### src/rtl/max_tree_sched.sv
// Iterative max-reduction scheduler: folds a CHANNELS-wide value vector through one shared
// pairwise-max layer, pass by pass, until a single maximum remains.
module max_tree_sched #(
   parameter int DATA_WIDTH   = 32,
   parameter int CHANNELS     = 4,
   parameter int WAIT_TIMEOUT = 16
) (
   input  logic                                   clk,
   input  logic                                   rst,
   input  logic                                   valid_in,
   input  logic [DATA_WIDTH*CHANNELS-1:0]         in_data,
   output logic                                   ready,
   output logic                                   busy,
   output logic [DATA_WIDTH*CHANNELS-1:0]         layer_in,
   output logic                                   layer_valid_in,
   input  logic [((CHANNELS+1)/2)*DATA_WIDTH-1:0] layer_out,
   input  logic                                   layer_valid_out,
   output logic [DATA_WIDTH-1:0]                  max_out,
   output logic                                   valid_out,
   output logic                                   err
);

   localparam int HALF = (CHANNELS + 1) / 2;
   localparam int CW   = $clog2(CHANNELS + 1);
   localparam int WW   = (WAIT_TIMEOUT > 1) ? $clog2(WAIT_TIMEOUT) : 1;

   localparam logic [1:0] S_IDLE  = 2'd0;
   localparam logic [1:0] S_ISSUE = 2'd1;
   localparam logic [1:0] S_WAIT  = 2'd2;

   logic [1:0]            state_q, state_d;
   logic [DATA_WIDTH-1:0] lane_buf_q [CHANNELS];
   logic [DATA_WIDTH-1:0] lane_buf_d [CHANNELS];
   logic [CW-1:0]         cnt_q, cnt_d;
   logic [WW-1:0]         wcnt_q, wcnt_d;
   logic [DATA_WIDTH-1:0] max_out_q, max_out_d;
   logic                  valid_out_q, valid_out_d;
   logic                  err_q, err_d;
   logic                  layer_valid_in_q, layer_valid_in_d;
   logic [CW:0]           cnt_inc;
   logic [CW-1:0]         half_cnt;
   logic [DATA_WIDTH-1:0] last_lane;

   // Extra bit so ceil(cnt/2) cannot wrap when cnt is the all-ones value.
   assign cnt_inc  = {1'b0, cnt_q} + (CW+1)'(1);
   assign half_cnt = cnt_inc[CW:1];

   // Lanes beyond the active count replicate the last active lane: max(x,x)=x, so no pad value.
   always_comb begin
      last_lane = lane_buf_q[0];
      for (int unsigned j = 0; j < CHANNELS; j++) begin
         if (CW'(j + 1) == cnt_q) last_lane = lane_buf_q[j];
      end
      for (int unsigned i = 0; i < CHANNELS; i++) begin
         layer_in[i*DATA_WIDTH +: DATA_WIDTH] = (CW'(i) < cnt_q) ? lane_buf_q[i] : last_lane;
      end
   end

   always_comb begin
      state_d     = state_q;
      lane_buf_d  = lane_buf_q;
      cnt_d       = cnt_q;
      wcnt_d      = wcnt_q;
      max_out_d   = max_out_q;
      valid_out_d = 1'b0;
      err_d       = 1'b0;
      case (state_q)
         S_IDLE: begin
            if (valid_in) begin
               for (int unsigned i = 0; i < CHANNELS; i++) begin
                  lane_buf_d[i] = in_data[i*DATA_WIDTH +: DATA_WIDTH];
               end
               cnt_d = CW'(CHANNELS);
               if (CHANNELS == 1) begin
                  max_out_d   = in_data[DATA_WIDTH-1:0];
                  valid_out_d = 1'b1;
               end else begin
                  state_d = S_ISSUE;
               end
            end
         end
         S_ISSUE: begin
            wcnt_d  = '0;
            state_d = S_WAIT;
         end
         S_WAIT: begin
            if (layer_valid_out) begin
               for (int unsigned i = 0; i < HALF; i++) begin
                  if (CW'(i) < half_cnt) lane_buf_d[i] = layer_out[i*DATA_WIDTH +: DATA_WIDTH];
               end
               cnt_d = half_cnt;
               if (half_cnt == CW'(1)) begin
                  max_out_d   = layer_out[DATA_WIDTH-1:0];
                  valid_out_d = 1'b1;
                  state_d     = S_IDLE;
               end else begin
                  state_d = S_ISSUE;
               end
            end else if (wcnt_q == WW'(WAIT_TIMEOUT - 1)) begin
               err_d   = 1'b1;
               state_d = S_IDLE;
            end else begin
               wcnt_d = wcnt_q + WW'(1);
            end
         end
         default: state_d = S_IDLE;
      endcase
      layer_valid_in_d = (state_d == S_ISSUE);
   end

   always_ff @(posedge clk) begin
      if (rst) begin
         state_q          <= S_IDLE;
         for (int unsigned i = 0; i < CHANNELS; i++) lane_buf_q[i] <= '0;
         cnt_q            <= '0;
         wcnt_q           <= '0;
         max_out_q        <= '0;
         valid_out_q      <= 1'b0;
         err_q            <= 1'b0;
         layer_valid_in_q <= 1'b0;
      end else begin
         state_q          <= state_d;
         lane_buf_q       <= lane_buf_d;
         cnt_q            <= cnt_d;
         wcnt_q           <= wcnt_d;
         max_out_q        <= max_out_d;
         valid_out_q      <= valid_out_d;
         err_q            <= err_d;
         layer_valid_in_q <= layer_valid_in_d;
      end
   end

   assign ready          = (state_q == S_IDLE);
   assign busy           = (state_q == S_ISSUE) || (state_q == S_WAIT);
   assign layer_valid_in = layer_valid_in_q;
   assign max_out        = max_out_q;
   assign valid_out      = valid_out_q;
   assign err            = err_q;

endmodule

### config.mk
export PLATFORM = sky130hd
export DESIGN_NAME = max_tree_sched
export DESIGN_NICKNAME = d
export VERILOG_FILES = /design/src/rtl/max_tree_sched.sv
export SDC_FILE = /design/constraint.sdc
export NUM_CORES = 1
export LEC_CHECK = 0
export BUFFER_PORTS_ARGS = -buffer_cell sky130_fd_sc_hd__buf_2
export CORE_MARGIN = 3
export CORE_UTILIZATION = 50
export DETAILED_ROUTE_END_ITERATION = 10
export PLACE_DENSITY = 0.9
export SLEW_MARGIN = 20
export SYNTH_ARGS = -nofsm -noshare
export SYNTH_HDL_FRONTEND = slang
export SYNTH_SLANG_ARGS = --single-unit
### constraint.sdc
create_clock -name clk -period 2.4 [get_ports clk]
set_clock_uncertainty 0.05 [all_clocks]
set_input_delay 0.48 -clock clk [delete_from_list [all_inputs] [get_ports clk]]
set_output_delay 0.48 -clock clk [all_outputs]
set_load 0.01 [all_outputs]
# == Yosys cells after proc, flatten, opt, wreduce, memory -nomap -nowiden ==
# Cells that the tools add are included.
# word_totals
ff_bits,172
latchBits,0
ramBits,0
mem_bits_ro,0
out_inout_bits,165
elab_cells,72
memories,0
# classes
add_sub_neg,2
n_mul,0
div,0
order_cmp,6
eq_ne,14
shifts,0
n_mux,25
bitwise,2
n_reduce_logical,12
# op_table
operator,count
2-to-1 mux 32 bit,9
2-to-1 mux 128 bit,1
case mux 64 bit (2 select lines),1
2-to-1 mux 64 bit,1
"< comparator 1 x 3 -> 1 bit, first input constant",4
"inequality test 2 bit, second input constant",6
AND reduction 3 bit,3
2-to-1 mux 4 bit,2
case mux 4 bit (2 select lines),1
AND reduction 4 bit,2
"equality test 2 x 3 -> 1 bit, first input constant",2
"< comparator 2 x 3 -> 1 bit, first input constant",2
2-to-1 mux 2 bit,3
2-to-1 mux 3 bit,2
case mux 2 bit (3 select lines),1
case mux 3 bit (2 select lines),1
OR reduction 3 bit,2
"adder 3 x 1 -> 4 bit, second input constant",1
"adder 4 x 1 -> 4 bit, second input constant",1
"equality test 2 x 1 -> 1 bit, second input constant",2
"equality test 4 bit, second input constant",1
nonzero test 2 bit,2
"equality test 3 x 1 -> 1 bit, second input constant",1
"equality test 3 bit, first input constant",1
other kinds (6),9

# == Longest topological paths before layout ==
# depth
ltp_word,6
mapped_depth,9
ltp_nobuf,6

# == Worst setup path after synthesis ==
# Ideal clock, no wire load.
# synth_timing
kind,register -> output
start,register cnt_q[0]
end,output layer_in[22]
t_arrival_ns,1.708
setup_slack_ns,0.162
path_stages_with_launch,8
path_cell_list,dfxtp_1 -> inv_1 -> ha_1 -> nand2b_4 -> buf_4 -> mux2_2 -> mux2i_1 -> o21ai_0
# synth_via
elab_chain_cells,5
word_cells_on_any_way,8
cone_classes,order compare (1); eq/ne (3); mux (4)
# synth_lines
item,line_no,rtl
start: declaration,34,"logic [CW-1:0] cnt_q, cnt_d;"
start signal: assignment,124,cnt_q <= cnt_d;
equality test 2 x 3 -> 1 bit,52,if (CW'(j + 1) == cnt_q) last_lane = lane_buf_q[j];
2-to-1 mux 32 bit (3 in series),52,
2-to-1 mux 32 bit *,55,layer_in[i*DATA_WIDTH +: DATA_WIDTH] = (CW'(i) < cnt_q) ? lane_buf_q[i] : last_lane;
end: declaration,14,"output logic [DATA_WIDTH*CHANNELS-1:0] layer_in,"
# Mark *: on every way between the ends. The rest lies on a longest branch, timed or not.

# == Worst setup path after layout ==
# layout_timing
start,register cnt_q[0]
end,output layer_in[104]
# Same word-level chain as after synthesis.

==> results.md <==
- Outcome: finished with violations
- Failing checks: setup timing
- Synth top area cells: dfxtp_1 (36%), nand2_1 (10%), mux2_2 (7.2%), mux2i_1 (6.7%), o21ai_0 (6.6%)
- Maximum fanout along the worst path: 4
- Post-detail-place hpwl: 25.2 mm
- R2R cell count: 10
- CTS Hold Bufs: 0
- Final WL: 40.8 mm
- Setup WS post-layout: -464 ps
- Reg clk slew, reported paths: ~70 ps
- Share of the cycle needed by the critical path after routing: 1.19
- Vias in the first global route: about 10000
- Vias: between 10000 and 15000
- Port Buffers: 360
- CTS tree: done
- Peak VDD IR: approximately 0.00067 V
- Tot GR Track Use: 0.357
- CTS H-Tree Depth: 4
- Final cell count without fillers: ~1800
- Maximum Capacitance Violations: 0
- Drt via density: roughly 6.1
- RSZ-0062 raised after global routing: yes
- Die height: between 100 and 150 um
- Core Region: between 15000 and 20000 um^2
- Relative slew slack: 0.473
- Leakage: between 6 and 7 nW
- Critical path origin: cnt_q[0]$_SDFFE_PP0P_
- First-pass GRT wire length: 57.2 mm
- Fmax: 349 MHz
- Initial core utilization: 0.520
- Pin count of the biggest net entering global routing: 75
- Fraction of layout cells with a size suffix above 1: 0.441
- Clk root buf: clkbuf_16
- Startpoint class of the critical path: flip-flop
- Clock Latency Late Sink: ~430 ps
- Critical Path RT: roughly 1900 ps
- Register area share after synthesis: 0.360
- Top-level port count: 361
- DRC: 0
- Top cells by count, synth: nand2_1 (263), dfxtp_1 (172), o21ai_0 (127)
- Net Count, Synth: 1394
- Total Nets Final: 1771
- Setup WS pre-CTS: -71.1 ps
- Final Hold Vio Count: 0
- Share of the synthesized area in the top cell type: 0.360
- Initial drt markers: around 1000
- Syn Area/Cell: ~8 um^2
- Max-slew violation count: 0
- Drt first pass iters: 5
- Initial antenna violation count: 3
- WS Path Type: reg2out
- Area Overhead vs Synth: 46.6%
- TritonCTS Buffers: 17
- TNS Setup: -39070 ps
- Post-DRT Antenna Nets: 0
- Synth async-reset ratio: 0
- FF-to-FF Start: cnt_q[1]$_SDFFE_PP0P_
- Total power: roughly 12 mW
- Hold endpoint: lane_buf_q[19]$_SDFFE_PP0P_
- Row count: 49
- Register bit total from synthesis: around 170
- Synth warn: 0
- Hold Crit Class: in2reg
- Placed Cells: around 1700
- Cell count after synthesis: between 1000 and 1500
- Largest area contributor in the netlist: dfxtp_1
- Worst Path Arrival: approximately 2300 ps
- Worst-margin pin slew: between 700 and 800 ps
- Number of setup violations in the final report: between 100 and 150
- DR WL/cell: 22.5 um
- Prevailing post-synth register cell: dfxtp_1
- Period minus WS final: around 2900 ps
- Power Density: between 800 and 900 nW/um^2
- Number of synthesized flops with an enable pin: 0
- Setup crit end kind: output pin
- Clk sinks: roughly 170
- Hold path cells: 3
- Total gr overflow: 0
- Reg-to-reg endpoint: lane_buf_q[127]$_SDFFE_PP0P_
- Clock Tree Buf Depth: 2
- Count leader, synth: nand2_1
- Worst Hold Launch: in_data[115]
- Synth unique cells: 46
- Die Area: approximately 21000 um^2
- Die width: 144 um
- GP Congestion: 0.960
- Worst-case register-to-register setup slack: about 80 ps
- Post-Syn Area: 9560 um^2
## layer usage
| metal | wire [um] | part of all wire | global-route usage | vias up |
|---|---|---|---|---|
| met5 | 27 | 0.00066 | 0 | - |
| met4 | 1940 | 0.047 | 0.167 | 4 |
| met3 | 4130 | 0.10 | 0.102 | 194 |
| met2 | 20200 | 0.49 | 0.615 | 810 |
| met1 | 14600 | 0.36 | 0.410 | 5184 |
| li1 | - | - | - | 4885 |
## report_power, final
group | total, mW | internal (mW) | leakage, nW | switching (mW)
Sequential | 3.59 | 3.20 | 1.41 | 0.387
Clock | 3.12 | 1.83 | 0.315 | 1.28
Combinational | 5.56 | 2.42 | 4.47 | 3.14
Total | 12.3 | 7.45 | 6.19 | 4.81
## state kept, by name (all words and copies together), names as in the netlist
name	cells
cnt_q	3
err	1
lane_buf_q	128
layer_valid_in	1
max_out	32
state_q	2
valid_out	1
wcnt_q	4
## cell usage in the layout (no fill, tap or decap), drive strengths merged, types with 38 or more instances in the layout
master and n:
a21oi 73, a221oi 64, buf 460, dfxtp 172, inv 43, mux2 62
mux2i 64, nand2 263, nand2b 67, nor2 38, o21ai 131
## critical path: stages (launching register included)
cell and delay [ps]:
dfxtp_2 340, inv_2 80, ha_4 150, nand2b_4 80, buf_12 140, buf_4 130, buf_8 130, mux2_4 340
mux2i_4 230, o21ai_1 120, buf_2 160
## metrics by stage
stage	utilization	area [um^2]	hold slack, ps
after global placement	0.643	11800	392
after CTS	0.730	13400	217
after floorplan	-	9560	386
final	0.762	14000	234
after global routing	0.762	14000	221
after detailed placement	0.643	11800	398
## worst max-delay path by stage
| stage | cells after the start | endpoint | slack, ps |
|---|---|---|---|
| floorplan | 7 | layer_in[22] | 160 |
| global placement | 8 | layer_in[97] | -60 |
| detailed placement | 8 | layer_in[33] | -70 |
| CTS | 10 | layer_in[7] | -370 |
| global route | 10 | layer_in[104] | -500 |
| finish | 10 | layer_in[104] | -460 |
## final cells by class
cell class | instances | area (um^2)
timing repair buffer | 464 | 3170
inverter | 37 | 139
tap | 229 | 287
clock inverter | 13 | 201
clock buffer | 19 | 453
antenna | 3 | 7.51
multi-input combinational | 875 | 6310
sequential | 172 | 3450
fill | 1201 | 4380
## kinds of logic after synthesis
| group | share of synthesized area |
|---|---|
| AND/OR/NAND/NOR | 0.201 |
| AO/OA/AOI/OAI | 0.220 |
| flip-flops | 0.360 |
| buffers and inverters | 0.0657 |
| multiplexers | 0.140 |
| adder cells (fa/ha/maj) | 0.0105 |
| XOR/XNOR | 0.00275 |
## timing repair
action	4_1_cts	5_1_grt
endpoints found under the setup margin	128	173
endpoints found under the hold margin	0	0
pin swaps	20	62
gates resized for setup	188	145
cloned	11	4
buffers inserted	16	18
Power figures use the tool's default switching activity.
